**config.mk**
```make
export PLATFORM = sky130hd
export DESIGN_NAME = mmio_peripheral_flat
export DESIGN_NICKNAME = d
export VERILOG_FILES = /design/src/rtl/mmio_pkg.sv /design/src/rtl/mmio_peripheral_if.sv /design/src/rtl/peripheral_timer.sv /design/src/rtl/mmio_peripheral.sv /design/src/flat_wrapper.sv
export SDC_FILE = /design/constraint.sdc
export NUM_CORES = 1
export LEC_CHECK = 0
export ABC_CLOCK_PERIOD_IN_PS = 10200
export BUFFER_PORTS_ARGS = -buffer_cell sky130_fd_sc_hd__buf_2
export CORE_MARGIN = 4
export CORE_UTILIZATION = 45
export CTS_CLUSTER_SIZE = 12
export DETAILED_ROUTE_END_ITERATION = 10
export PLACE_DENSITY = 0.75
export SETUP_SLACK_MARGIN = 0.02
export SLEW_MARGIN = 5
export SYNTH_ARGS = -nofsm -noshare
export SYNTH_HDL_FRONTEND = slang
export SYNTH_SLANG_ARGS = --single-unit
```
**constraint.sdc**
```tcl
create_clock -name clk -period 10.2 [get_ports clk]
set_input_delay 0.51 -clock clk [delete_from_list [all_inputs] [get_ports clk]]
set_output_delay 0.51 -clock clk [all_outputs]
set_load 0.02 [all_outputs]
```
**src/rtl/mmio_pkg.sv**
```systemverilog
// Shared definitions for the MMIO peripheral slice.
// Contents:
//   OFF_*        byte offsets of each register from BASE_ADDR (address[1:0] ignored)
//   WINDOW_SPAN  size of the decoded window; offsets 0x00..0x1B hit
//   TCON_*       bit positions inside the timer control register
//   timer_wr_t   per-register write strobes from the decoder to the timer
package mmio_pkg;

    localparam logic [4:0] OFF_TH      = 5'h00;
    localparam logic [4:0] OFF_TL      = 5'h04;
    localparam logic [4:0] OFF_TCON    = 5'h08;
    localparam logic [4:0] OFF_LED     = 5'h0C;
    localparam logic [4:0] OFF_SW      = 5'h10;
    localparam logic [4:0] OFF_DIGITS  = 5'h14;
    localparam logic [4:0] OFF_SYSTICK = 5'h18;

    // Last mapped word is at 0x18, so any byte offset below 0x1C is inside.
    localparam logic [31:0] WINDOW_SPAN = 32'h0000_001C;

    localparam int TCON_W     = 3;
    localparam int TCON_EN    = 0;
    localparam int TCON_IRQEN = 1;
    localparam int TCON_IRQST = 2;

    typedef struct packed {
        logic th;
        logic tl;
        logic tcon;
    } timer_wr_t;

endpackage

```
**src/rtl/mmio_peripheral_if.sv**
```systemverilog
// MEM-stage bus between the CPU and the peripheral.
// Signals:
//   MemRead, MemWrite  access strobes from the MEM stage
//   address            byte address (ex_mem ALU result)
//   write_data         store data (ex_mem rt)
//   read_data          combinational read data back to the MEM/WB mux
//   hit                address falls inside the peripheral window
interface mmio_peripheral_if;

    logic        MemRead;
    logic        MemWrite;
    logic [31:0] address;
    logic [31:0] write_data;
    logic [31:0] read_data;
    logic        hit;

    modport master (
        output MemRead,
        output MemWrite,
        output address,
        output write_data,
        input  read_data,
        input  hit
    );

    modport slave (
        input  MemRead,
        input  MemWrite,
        input  address,
        input  write_data,
        output read_data,
        output hit
    );

endinterface

```
**src/rtl/peripheral_timer.sv**
```systemverilog
// Reloadable up-counting timer with overflow interrupt.
// Ports:
//   clk, reset  system clock, asynchronous active-high reset
//   wr          write strobes for TH / TL / TCON from the address decoder
//   wdata       CPU store data
//   th, tl      reload value and current count
//   tcon        [0] enable, [1] irq enable, [2] irq status
//   irq         irq_en & irq_status
module peripheral_timer
    import mmio_pkg::*;
(
    input  logic              clk,
    input  logic              reset,
    input  timer_wr_t         wr,
    input  logic [31:0]       wdata,
    output logic [31:0]       th,
    output logic [31:0]       tl,
    output logic [TCON_W-1:0] tcon,
    output logic              irq
);

    logic              overflow;
    logic [TCON_W-1:0] tcon_next;

    assign overflow = tcon[TCON_EN] && (tl == 32'hFFFF_FFFF);

    // A CPU write lands first, then an overflow may force the status bit back
    // on, so a clear racing an overflow never loses the interrupt.
    always_comb begin
        tcon_next = tcon;
        if (wr.tcon) begin
            tcon_next = wdata[TCON_W-1:0];
        end
        if (overflow && tcon[TCON_IRQEN]) begin
            tcon_next[TCON_IRQST] = 1'b1;
        end
    end

    // TH written this cycle only matters from the next cycle: the reload
    // reads the registered th, i.e. the old value.
    always_ff @(posedge clk or posedge reset) begin
        if (reset) begin
            th   <= '0;
            tl   <= '0;
            tcon <= '0;
        end else begin
            if (wr.th) begin
                th <= wdata;
            end
            if (wr.tl) begin
                tl <= wdata;
            end else if (tcon[TCON_EN]) begin
                tl <= overflow ? th : tl + 32'd1;
            end
            tcon <= tcon_next;
        end
    end

    assign irq = tcon[TCON_IRQEN] & tcon[TCON_IRQST];

endmodule

```
**src/rtl/mmio_peripheral.sv**
```systemverilog
// Memory-mapped peripheral slave in parallel with DataMemory on the MEM stage.
// Provides a reloadable timer with interrupt, LED and 7-segment registers,
// a synchronised switch input and a free-running system tick.
// Ports:
//   clk, reset  system clock, asynchronous active-high reset
//   bus         MEM-stage slave port (strobes, address, data, hit)
//   switch      raw asynchronous board switches
//   led         LED register
//   digits      7-segment register, [11:8] anode, [7:0] segment
//   irq         timer interrupt request
module mmio_peripheral
    import mmio_pkg::*;
#(
    parameter logic [31:0] BASE_ADDR = 32'h4000_0000,
    parameter int          LED_WIDTH = 8,
    parameter int          SW_WIDTH  = 8
) (
    input  logic                 clk,
    input  logic                 reset,
    mmio_peripheral_if.slave     bus,
    input  logic [SW_WIDTH-1:0]  switch,
    output logic [LED_WIDTH-1:0] led,
    output logic [11:0]          digits,
    output logic                 irq
);

    logic [31:0]         offset;
    logic [4:0]          word;
    logic                hit;
    logic                wr_en;
    timer_wr_t           timer_wr;
    logic                wr_led;
    logic                wr_digits;
    logic [31:0]         th;
    logic [31:0]         tl;
    logic [TCON_W-1:0]   tcon;
    logic [31:0]         systick;
    logic [SW_WIDTH-1:0] sw_meta;
    logic [SW_WIDTH-1:0] sw_sync;
    logic [31:0]         rdata;

    // Subtracting the base makes addresses below BASE_ADDR wrap to huge
    // values, so one unsigned compare covers both window edges.
    assign offset = bus.address - BASE_ADDR;
    assign hit    = offset < WINDOW_SPAN;
    assign word   = {offset[4:2], 2'b00};
    assign wr_en  = bus.MemWrite & hit;

    always_comb begin
        timer_wr  = '0;
        wr_led    = 1'b0;
        wr_digits = 1'b0;
        if (wr_en) begin
            case (word)
                OFF_TH:     timer_wr.th   = 1'b1;
                OFF_TL:     timer_wr.tl   = 1'b1;
                OFF_TCON:   timer_wr.tcon = 1'b1;
                OFF_LED:    wr_led        = 1'b1;
                OFF_DIGITS: wr_digits     = 1'b1;
                default:    ;
            endcase
        end
    end

    peripheral_timer u_timer (
        .clk   (clk),
        .reset (reset),
        .wr    (timer_wr),
        .wdata (bus.write_data),
        .th    (th),
        .tl    (tl),
        .tcon  (tcon),
        .irq   (irq)
    );

    always_ff @(posedge clk or posedge reset) begin
        if (reset) begin
            led     <= '0;
            digits  <= '0;
            systick <= '0;
            sw_meta <= '0;
            sw_sync <= '0;
        end else begin
            if (wr_led) begin
                led <= bus.write_data[LED_WIDTH-1:0];
            end
            if (wr_digits) begin
                digits <= bus.write_data[11:0];
            end
            systick <= systick + 32'd1;
            sw_meta <= switch;
            sw_sync <= sw_meta;
        end
    end

    // Reads see registered state only, so a same-cycle write is not visible.
    always_comb begin
        rdata = '0;
        if (bus.MemRead && hit) begin
            case (word)
                OFF_TH:      rdata = th;
                OFF_TL:      rdata = tl;
                OFF_TCON:    rdata = {{(32-TCON_W){1'b0}}, tcon};
                OFF_LED:     rdata = {{(32-LED_WIDTH){1'b0}}, led};
                OFF_SW:      rdata = {{(32-SW_WIDTH){1'b0}}, sw_sync};
                OFF_DIGITS:  rdata = {20'h0_0000, digits};
                OFF_SYSTICK: rdata = systick;
                default:     rdata = '0;
            endcase
        end
    end

    assign bus.read_data = rdata;
    assign bus.hit       = hit;

endmodule

```
**src/flat_wrapper.sv**
```systemverilog
// flat-port wrapper written by rule: the top's interface ports become plain ports
module mmio_peripheral_flat import mmio_pkg::*;
#(
    parameter logic [31:0] BASE_ADDR = 32'h4000_0000,
    parameter int          LED_WIDTH = 8,
    parameter int          SW_WIDTH  = 8
)
  (clk, reset, switch, led, digits, irq, bus_MemRead, bus_MemWrite, bus_address, bus_write_data, bus_read_data, bus_hit);
  mmio_peripheral_if bus_i ();
  input  logic clk;
  input  logic reset;
  input  logic [SW_WIDTH-1:0] switch;
  output logic [LED_WIDTH-1:0] led;
  output logic [11:0] digits;
  output logic irq;
  input wire logic [$bits(bus_i.MemRead)-1:0] bus_MemRead;
  input wire logic [$bits(bus_i.MemWrite)-1:0] bus_MemWrite;
  input wire logic [$bits(bus_i.address)-1:0] bus_address;
  input wire logic [$bits(bus_i.write_data)-1:0] bus_write_data;
  output wire logic [$bits(bus_i.read_data)-1:0] bus_read_data;
  output wire logic [$bits(bus_i.hit)-1:0] bus_hit;
  assign bus_i.MemRead = bus_MemRead;
  assign bus_i.MemWrite = bus_MemWrite;
  assign bus_i.address = bus_address;
  assign bus_i.write_data = bus_write_data;
  assign bus_read_data = bus_i.read_data;
  assign bus_hit = bus_i.hit;
  mmio_peripheral #(.BASE_ADDR(BASE_ADDR), .LED_WIDTH(LED_WIDTH), .SW_WIDTH(SW_WIDTH)) u_core (.clk(clk), .reset(reset), .bus(bus_i), .switch(switch), .led(led), .digits(digits), .irq(irq));
endmodule
```
==> impl_summary.md <==
Run status
The run finished with clean final reports.

Clocking
The clock tree from TritonCTS is built. The number of clock buffers inserted by TritonCTS is 17. The register clock-pin slew on the reported worst setup and hold paths is 0.06 ns.

The number of hold buffers added after CTS was 0. The clock latency reported for the late side of the worst-skew pair is 0.44 ns. The deepest level of the CTS H-tree is 4. The total number of clock tree sinks is 135. Gates resized during post-CTS repair numbered 0.

The buffer depth of the longest clock path is 2. CTS placed an instance of clkbuf_16 at the clock tree root. The post-CTS setup buffer count is 0.

Timing
The worst relative slew slack is 0.366. The tightest hold path in the finished design has a slack of 0.146 ns. The clock arrives with 0.0161 ns of skew. Dividing the final minimum period by the clock period gives 0.327. Setup violations remaining at the end of the flow were counted as 0. The minimum clock period after layout is 3.33 ns. The number of pins with negative max-slew slack in the final report is 0. The hold violation total from the final report is 0. Setup total negative slack on the finished layout was measured at 0 ns. The measured slew at the worst slew-check pin is 0.952 ns. Timing would allow up to 300 MHz. Setup repair after global routing left no endpoint under its margin.

Floorplanning
The chip width is 136 um. The effective utilization at floorplan is 0.461. The I/O pin count is 130. The floorplan has 46 rows.

The core area is 15900 um^2. The floorplan step set the die height to 136 um. The floorplan step defined a die boundary enclosing 18400 um^2.

Setup path
The maximum net fanout on the critical path is 50. The signal on the critical path passes through buf_2, buf_4, nor3b_2, buf_4, nand3_1, and3_1, a211o_1. STA classifies the critical path endpoint as a flip-flop.

The worst-path cell with the longest stage delay is nor3b_2. The data required time of the worst path is 10.52 ns. The most critical setup path has its startpoint at bus_address[2]. The cell family contributing the most delay on the critical path is simple AND/OR/NAND/NOR gates. The number of buffer and inverter instances along the worst setup path is 3. The worst register-to-register path has a depth of 6.

The critical path crosses 7 cells after its start point. On the worst path, the slowest cell contributes a delay of 0.80 ns. The origin of the critical flop-to-flop path is u_core.u_timer.tl[4].

The endpoint of the most critical setup path is u_core.u_timer.tl[29]. The start-to-end type of the worst setup path is input port to flip-flop. The worst flop-to-flop path endpoint is u_core.u_timer.tl[11]. The cell occurring most often along the worst timing path is buf_4.

The startpoint kind of the worst setup timing path is an input port. Across all register-to-register paths, the minimum setup slack is 7.14 ns. The data arrival time of the worst path is 3.65 ns.

Routing
The first TritonRoute pass finished after 5 iterations. In the routed design, unresolved DRC markers number 0. In this run, the number of DRC markers left after iteration 0 of detailed routing was 608. The detailed-route via count is 6493. The post-detailed-route wirelength per cell is 19.3 um. The detail route stage leaves a number of antenna-violating nets equal to 0. The routed wire length is 21300 um. The post-detailed-route via-to-cell ratio is 5.89.

Global routing
The via count of the first global-routing pass is 6464. The first global-routing pass estimated 34200 um of wire. The met3 layer usage reported by global route is 0.0524. The fraction of met1 tracks used by global routing is 0.310. For this run, the total global-route usage over all layers was measured as 0.237. The global-route met2 utilization is 0.398. For this run the aggregate overflow at the end of global routing stands at 0. The number of antenna violations at the first check in global routing was 0. The busiest layer in global routing is met2. The maximum number of pins on one net before global-route repair is 76.

Yosys
The number of flops mapped to enable cells by yosys is 0. The number of instances in the synthesized netlist is 768. Among all flip-flop cells after synthesis, the most frequent one is dfrtp_1.

The number of nets handed over by synthesis was 846. The total standard cell area after synthesis is 7320 um^2. The count of cell types in the netlist is 56. The Yosys step of the flow raised 0 warnings. Of all flip-flops after synthesis, the portion carrying an async set or reset was 1.00. The number of storage elements in the synthesis netlist is 135. The average cell area after synthesis is 9.53 um^2. The sequential area share after synthesis is 0.462.

Placed design
The placed instances occupy a cell area of 8100 um^2. The number of port buffers is 127. The weighted congestion reported at the end of routability-driven placement is 0.857. The detailed placement HPWL is 14500 um.

Finish
The net total in the final layout is 952. The repair_antennas step left the layout with diodes totalling 0. The share of cells above drive strength 1 is 0.267. Measured on the finished design, the core utilization comes to 0.545.

The top cell types in the final layout, fill and taps aside, are dfrtp_1 (135), buf_2 (127), nor2_1 (96). The most common cell after layout, fill and taps aside is dfrtp_1. Relative to the synthesized area, the layout overhead comes to 18.4%. The finished layout cell area is 8660 um^2.

Flow run
Across the run, the number of max-cap violations was 0.

Pwr
VDD sags by at most 0.122 mV. The power density over the cells is 137 nW/um^2. The power after layout is 0.00119 W. For this design the static power due to leakage is 3.98 nW.

Hold path
The min-delay analysis places its worst path in the category input port to asynchronous set/reset pin.
Yosys cell counts, drive strengths merged, types with 2 or more instances:
| cell | n | area share |
|---|---|---|
| o41ai | 2 | 0.0024 |
| a22o | 4 | 0.0048 |
| nand4 | 12 | 0.012 |
| and2 | 2 | 0.0017 |
| and3 | 6 | 0.0051 |
| o211ai | 6 | 0.0062 |
| mux2 | 57 | 0.088 |
| nand3 | 32 | 0.022 |
| a31oi | 10 | 0.0085 |
| or3 | 6 | 0.0058 |
| o311ai | 2 | 0.0024 |
| a22oi | 36 | 0.037 |
| clkbuf | 34 | 0.018 |
| xnor2 | 27 | 0.032 |
| nor2 | 97 | 0.050 |
| or4 | 8 | 0.0087 |
| xor2 | 15 | 0.018 |
| a311oi | 2 | 0.0024 |
| a221oi | 5 | 0.0060 |
| nand2 | 63 | 0.032 |
| o22ai | 3 | 0.0026 |
| mux2i | 10 | 0.014 |
| a21o | 11 | 0.011 |
| and4 | 4 | 0.0048 |
| ha | 2 | 0.0034 |
| nor3 | 17 | 0.014 |
| o21ai | 21 | 0.014 |
| a21oi | 54 | 0.037 |
| buf | 18 | 0.014 |
| nor4 | 21 | 0.018 |
| o22a | 2 | 0.0024 |
| a2111oi | 2 | 0.0024 |
| inv | 14 | 0.0072 |
| dfrtp | 135 | 0.46 |
| nor2b | 7 | 0.0060 |
| a211oi | 11 | 0.011 |
where the power goes:
group	internal, W	switching, W	leakage, nW	total, W
logic	0.0000189	0.0000380	2.04	0.0000569
registers	0.000539	0.000000867	1.69	0.000540
clock network	0.000343	0.000247	0.255	0.000590
total	0.000901	0.000286	3.98	0.00119
state kept, by name (all words and copies together) (netlist names):
name / flops
u_core.sw_meta: 8
u_core.led: 8
u_core.u_timer.th: 32
u_core.digits: 12
u_core.systick: 32
u_core.sw_sync: 8
u_core.u_timer.tcon: 3
u_core.u_timer.tl: 32
metrics by stage:
step                      instances  setup WS, ns
final                          1103          6.87
after global routing           1103          6.69
after CTS                      1103          6.93
after detailed placement       1071          6.48
after global placement         1071          6.51
after floorplan                 768          6.08
worst min-delay path by stage:
stage / depth (start not counted) / slack [ns] / to / start
after global routing: 1 / 0.16 / u_core.sw_meta[4] / switch[4]
after CTS: 2 / 0.15 / u_core.sw_meta[5] / reset
final: 2 / 0.15 / u_core.systick[9] / reset
after global placement: 0 / 0.33 / u_core.sw_sync[3] / u_core.sw_meta[3]
after floorplan: 0 / 0.33 / u_core.sw_sync[0] / u_core.sw_meta[0]
after detailed placement: 0 / 0.33 / u_core.sw_sync[3] / u_core.sw_meta[3]
final cells by class:
cell class              count  area [um^2]
fillers                  1406         7220
multi-input cells         567         3670
flip-flops and latches    135         3380
repair buffers            139          726
clock buffers              19          443
well taps                 216          270
clock inverters            13          123
inverters                  14         57.6
metal layers:
layer,up-vias,wire [um]
li1,3019,-
met1,3189,9070
met2,252,10600
met3,33,1210
met4,0,365
met5,-,0
cells by family (layout without fill, tap and decap cells):
family / Yosys count / after routing / synth area share
buffers and inverters: 66 / 185 / 0.0385
AND/OR/NAND/NOR: 277 / 277 / 0.182
flip-flops: 135 / 135 / 0.462
XOR/XNOR: 42 / 42 / 0.0503
adder cells (fa/ha/maj): 2 / 2 / 0.00342
multiplexers: 68 / 68 / 0.104
AO/OA/AOI/OAI: 178 / 178 / 0.159
Power figures use the tool's default switching activity.
